### config.mk
export PLATFORM = sky130hd
export DESIGN_NAME = uart_tx_fifo
export DESIGN_NICKNAME = d
export VERILOG_FILES = /design/src/rtl/uart_tx_fifo.sv
export SDC_FILE = /design/constraint.sdc
export NUM_CORES = 1
export LEC_CHECK = 0
export BUFFER_PORTS_ARGS = -buffer_cell sky130_fd_sc_hd__buf_2
export CAP_MARGIN = 10
export CELL_PAD_IN_SITES_DETAIL_PLACEMENT = 0
export CELL_PAD_IN_SITES_GLOBAL_PLACEMENT = 2
export CORE_ASPECT_RATIO = 1.1
export CORE_MARGIN = 2
export CORE_UTILIZATION = 37
export CTS_BUF_LIST = sky130_fd_sc_hd__clkbuf_4 sky130_fd_sc_hd__clkbuf_8 sky130_fd_sc_hd__clkbuf_16
export CTS_CLUSTER_SIZE = 12
export DETAILED_ROUTE_END_ITERATION = 6
export HOLD_SLACK_MARGIN = 0.03
export MAX_ROUTING_LAYER = met4
export PLACE_DENSITY_LB_ADDON = 0.1
export SLEW_MARGIN = 20
export SYNTH_ARGS = -nofsm -noshare
export SYNTH_HDL_FRONTEND = slang
export SYNTH_SLANG_ARGS = --single-unit
export TNS_END_PERCENT = 5
### constraint.sdc
create_clock -name sysclk -period 2.4 [get_ports sysclk]
set_input_delay 0.24 -clock sysclk [delete_from_list [all_inputs] [get_ports sysclk]]
set_output_delay 0.24 -clock sysclk [all_outputs]
set_load 0.02 [all_outputs]
### src/rtl/uart_tx_fifo.sv
// uart_tx_fifo: buffered 8N1 serial transmitter (transmit half of the board UART).
// Bytes pushed with a one-cycle TX_EN strobe are queued in a small FIFO and
// sent LSB-first on UART_TX, each bit held for BAUD_DIV sysclk cycles.
//
// Ports:
//   sysclk     system clock, all logic on the rising edge
//   reset      synchronous active-low reset
//   TX_EN      write strobe; pushes UART_TXD when the FIFO is not full
//   UART_TXD   byte to transmit
//   TX_STATUS  1 = FIFO not full, a write will be accepted
//   TX_BUSY    1 = frame on the line or FIFO non-empty
//   TX_OVF     sticky overflow: a write arrived while full and was dropped
//   TX_COUNT   bytes queued, excluding the frame in flight
//   UART_TX    registered serial line, idle high
//
// Optional feature macro UART_TX_PARITY_EN: adds an even-parity bit between
// the data bits and the stop bit (11-bit frame). Undefined: plain 8N1.
module uart_tx_fifo #(
  parameter int BAUD_DIV = 10417,
  parameter int FIFO_AW  = 2
) (
  input  logic             sysclk,
  input  logic             reset,
  input  logic             TX_EN,
  input  logic [7:0]       UART_TXD,
  output logic             TX_STATUS,
  output logic             TX_BUSY,
  output logic             TX_OVF,
  output logic [FIFO_AW:0] TX_COUNT,
  output logic             UART_TX
);

  localparam int DEPTH = 2 ** FIFO_AW;
  localparam int BW    = (BAUD_DIV > 1) ? $clog2(BAUD_DIV) : 1;
  localparam logic [BW-1:0]    BAUD_LAST = BW'(BAUD_DIV - 1);
  localparam logic [FIFO_AW:0] DEPTH_C   = (FIFO_AW + 1)'(DEPTH);

`ifdef UART_TX_PARITY_EN
  typedef enum logic [2:0] {IDLE, START, DATA, PARITY, STOP} state_t;
`else
  typedef enum logic [2:0] {IDLE, START, DATA, STOP} state_t;
`endif

  state_t               state_q, state_d;
  logic [BW-1:0]        baud_q, baud_d;
  logic [2:0]           bit_q, bit_d;
  logic [7:0]           shift_q, shift_d;
  logic                 tx_q, tx_d;
  logic [7:0]           mem [DEPTH];
  logic [FIFO_AW-1:0]   wr_ptr, rd_ptr;
  logic [FIFO_AW:0]     count_q;
  logic                 ovf_q;
`ifdef UART_TX_PARITY_EN
  logic                 par_q, par_d;
`endif

  logic full, empty, baud_done, push, pop;

  // Full is judged on the registered count, so a push at DEPTH is dropped
  // even when a pop frees a slot on the same edge.
  assign full      = (count_q == DEPTH_C);
  assign empty     = (count_q == '0);
  assign baud_done = (baud_q == BAUD_LAST);
  assign push      = TX_EN && !full;

  always_comb begin
    state_d = state_q;
    baud_d  = baud_q + 1'b1;
    bit_d   = bit_q;
    shift_d = shift_q;
    pop     = 1'b0;
`ifdef UART_TX_PARITY_EN
    par_d   = par_q;
`endif
    unique case (state_q)
      IDLE: begin
        baud_d = '0;
        if (!empty) begin
          pop     = 1'b1;
          state_d = START;
          shift_d = mem[rd_ptr];
`ifdef UART_TX_PARITY_EN
          par_d   = ^mem[rd_ptr];
`endif
        end
      end
      START: begin
        if (baud_done) begin
          state_d = DATA;
          baud_d  = '0;
          bit_d   = '0;
        end
      end
      DATA: begin
        if (baud_done) begin
          baud_d  = '0;
          shift_d = shift_q >> 1;
          bit_d   = bit_q + 3'd1;
          if (bit_q == 3'd7) begin
`ifdef UART_TX_PARITY_EN
            state_d = PARITY;
`else
            state_d = STOP;
`endif
          end
        end
      end
`ifdef UART_TX_PARITY_EN
      PARITY: begin
        if (baud_done) begin
          state_d = STOP;
          baud_d  = '0;
        end
      end
`endif
      STOP: begin
        if (baud_done) begin
          baud_d = '0;
          // Chain straight into the next start bit when data is waiting.
          if (!empty) begin
            pop     = 1'b1;
            state_d = START;
            shift_d = mem[rd_ptr];
`ifdef UART_TX_PARITY_EN
            par_d   = ^mem[rd_ptr];
`endif
          end else begin
            state_d = IDLE;
          end
        end
      end
      default: state_d = IDLE;
    endcase

    // Line level is computed for the next state so UART_TX is a plain flop.
    tx_d = 1'b1;
    case (state_d)
      START:  tx_d = 1'b0;
      DATA:   tx_d = shift_d[0];
`ifdef UART_TX_PARITY_EN
      PARITY: tx_d = par_d;
`endif
      default: tx_d = 1'b1;
    endcase
  end

  always_ff @(posedge sysclk) begin
    if (!reset) begin
      state_q <= IDLE;
      baud_q  <= '0;
      bit_q   <= '0;
      shift_q <= '0;
      tx_q    <= 1'b1;
      wr_ptr  <= '0;
      rd_ptr  <= '0;
      count_q <= '0;
      ovf_q   <= 1'b0;
`ifdef UART_TX_PARITY_EN
      par_q   <= 1'b0;
`endif
    end else begin
      state_q <= state_d;
      baud_q  <= baud_d;
      bit_q   <= bit_d;
      shift_q <= shift_d;
      tx_q    <= tx_d;
`ifdef UART_TX_PARITY_EN
      par_q   <= par_d;
`endif
      if (TX_EN && full) ovf_q <= 1'b1;
      if (push) wr_ptr <= wr_ptr + 1'b1;
      if (pop)  rd_ptr <= rd_ptr + 1'b1;
      case ({push, pop})
        2'b10:   count_q <= count_q + 1'b1;
        2'b01:   count_q <= count_q - 1'b1;
        default: count_q <= count_q;
      endcase
    end
  end

  always_ff @(posedge sysclk) begin
    if (push) mem[wr_ptr] <= UART_TXD;
  end

  assign TX_STATUS = !full;
  assign TX_BUSY   = (state_q != IDLE) || !empty;
  assign TX_OVF    = ovf_q;
  assign TX_COUNT  = count_q;
  assign UART_TX   = tx_q;

endmodule

==> out/summary.txt <==
Status: finished, violations left
Failing checks: negative setup slack
Gr usage total: 0.143
Horiz. Die Dim: 92.1 um
# hold bufs at CTS: 0
Most frequent cells in the layout: dfxtp_1, edfxtp_1, nor2_1, buf_4, buf_2
Non-Filler Instances: 424
Die height: 101 um
Main combinational cell family by area after synthesis: simple AND/OR/NAND/NOR gates
Fraction of registers with async set/reset: 0
Final hold violation count: 0
Post-synthesis xor/xnor area fraction: 0.0526
Finish-stage setup viols: 1
Maximum achievable frequency: 415 MHz
Clk_skew: 0.0105 ns
Sequential cell area: 0.00174 sq mm
Fin crit period: 2.41 ns
Layout area overhead: 18.4%
Diodes inserted: 0
Simple-Gate Fraction of Synth Area: 0.166
Routed Antenna Nets: 0
Yosys reg bits: 71
Lkg Pwr: 1.37 nW
Share of layout cells above drive strength 1: 0.256
Reg clk slew, reported paths: 0.08 ns
Pwr Density: 799 mW/mm^2
Multi-input logic area: 0.00132 sq mm
Routed wire length: 5810 um
Filler cell count: 804
Mapped cell area: 0.00316 sq mm
Hold Crit Class: primary input to flip-flop
Drt pass-1 iters: 4
Cell taking the most area after synthesis: edfxtp_1
Vias post-DR: 2082
Syn_nets: 287
Post-synth EDFFs: 32
Kind of critical path: flip-flop to flip-flop
Global-route wire length before repair: 9890 um
1st-iter DRT viols: 70
Syn Area/Cell: 11.9 sq um
Max-Cap Viols: 0
TNS Setup: -0.00990 ns
Clock Sinks: 71
Synth Area in Adders: 0.0419
Synth top area share: 0.304
Largest net degree at the start of global routing: 23
Placed Cells: 408
Clk root buf: clkbuf_8
Die area: 0.00930 sq mm
Dominant synthesized flop cell: dfxtp_1
GP Congestion: 0.722
Synth Warn #: 0
Vias in the first global route: 2073
FF-to-FF setup slack: -0.01 ns
Hpwl dp: 4100 um
Crit path max fanout: 2
Clock tree buffer depth: 2
Remaining DRCs: 0
Maximum vdd drop: 455 uV
Initial cell density of the core: 0.380
Worst endpoint data arrival time: 2.69 ns
RSZ-0062 raised after global routing: true
Area after DPL: 0.00352 sq mm
Hold WS: 0.110 ns
Port Buffer Count: 17
Proportion of synthesized area in mux cells: 0.0602
Core area: 0.00832 sq mm
H-Tree Level Count: 3
Tcrit/Tclk final: 1.00
Synth top area cells: edfxtp_1, dfxtp_1, mux4_2
Final Core Density: 0.450
CTS tree: built
Sequential area share after synthesis: 0.551
I/O Pins: 18
Max-slew violation count: 0
Most common cell after layout, fill and taps aside: dfxtp_1
Synth cell types: 53
Compound-Gate Fraction of Synth Area: 0.0942
Worst setup SP type: flip-flop
Overflow left after global routing: 0
Worst-Skew Late Latency: 0.34 ns
Layout Nets: 330
Post-DR vias/cell: 4.91
Number of CTS-inserted buffers: 9
Endpoint type of the worst setup path: flip-flop
Drt wl/cell: 13.7 um
Setup ws final: -0.00990 ns
Post-Syn Instances: 266
Initial antenna violation count: 0
Design Area, Final: 0.00374 sq mm
Row cnt: 35
Worst EP required: 2.68 ns
==> where the power goes <==
group          switching [mW]  total, mW  internal [mW]
Combinational           0.292      0.542          0.250
Clock                   0.451       1.03          0.578
Sequential             0.0583       1.42           1.36
==> per-stage QoR <==
stage	setup slack, ns	total power [mW]
final	-0.00990	2.99
after global routing	-0.214	3.16
after CTS	-0.0603	3.04
after detailed placement	-0.0763	1.99
after global placement	-0.0372	1.99
after floorplan	-0.188	1.82
==> synthesized netlist by cell type (all sizes together), types with 3 or more instances <==
cell type   n
nand4       4
edfxtp     32
clkbuf      5
o21ai       4
o221ai      6
xor2        6
and3        8
or3         4
buf         5
inv        14
nand2      15
a21o        3
nor2       28
ha          9
nand3       7
a21oi       6
nand2b      3
mux4        8
nor2b       4
a21boi      4
xnor2      13
nor3        4
o2bb2ai     5
dfxtp      39
and2        6
==> final timing paths <==
| check | startpoint | endpoint | cells after the start |
|---|---|---|---|
| setup / recovery | baud_q[3]$_SDFF_PN0_ | TX_COUNT[2]$_SDFFE_PN0P_ | 10 |
| hold / removal | UART_TXD[4] | mem[0][4]$_DFFE_PP_ | 1 |
| setup reg to reg | baud_q[3]$_SDFF_PN0_ | TX_COUNT[2]$_SDFFE_PN0P_ | 10 |
| hold reg to reg | bit_q[1]$_SDFFE_PN0P_ | bit_q[1]$_SDFFE_PN0P_ | 2 |
==> state kept, by name, summed over array words and instances, names as in the netlist, named ones only <==
| signal | flops |
|---|---|
| TX_OVF | 1 |
| bit_q | 3 |
| wr_ptr | 2 |
| state_q | 3 |
| shift_q | 8 |
| rd_ptr | 2 |
| TX_COUNT | 3 |
| UART_TX | 1 |
| baud_q | 14 |
| mem | 32 |
==> layer usage <==
metal | GRT usage | vias to the layer above | share of wire
met5 | - | - | 0
met4 | 0.0654 | 0 | 0.017
met3 | 0.0292 | 8 | 0.025
met2 | 0.231 | 21 | 0.48
met1 | 0.173 | 1009 | 0.48
li1 | - | 1044 | -
==> area by class of cell <==
type / instances / area share
Inverter: 14 / 0.0140
Clock buffer: 9 / 0.0331
Sequential cell: 71 / 0.466
Timing Repair Buffer: 42 / 0.0729
Clock inverter: 6 / 0.0231
Multi-Input combinational cell: 171 / 0.354
Tap cell: 111 / 0.0371
==> worst max-delay path: stages, from the launching register on <==
cell and delay (ns):
dfxtp_1 0.31, or3b_4 0.41, nor4b_4 0.35, o21ai_2 0.09, inv_1 0.07, ha_2 0.17
inv_1 0.05, fa_2 0.33, xor2_1 0.16, or3_1 0.31, a21boi_1 0.11
==> what timing repair did <==
action	4_1_cts	5_1_grt
resized for setup	1	1
setup endpoints to repair	1	2
buffers inserted	1	0
hold endpoints to repair	0	0
pin swaps	3	1
==> kinds of logic (layout without fill, tap and decap cells) <==
group | count (synthesis) | count (layout)
AOI/OAI and AO/OA | 38 | 38
muxes | 9 | 9
DFF | 71 | 71
and+or+nand+nor | 94 | 94
buffers and inverters | 24 | 71
other | 1 | 1
adders and majority gates | 10 | 10
xor gates and xnor gates | 19 | 19
Power figures use the tool's default switching activity.
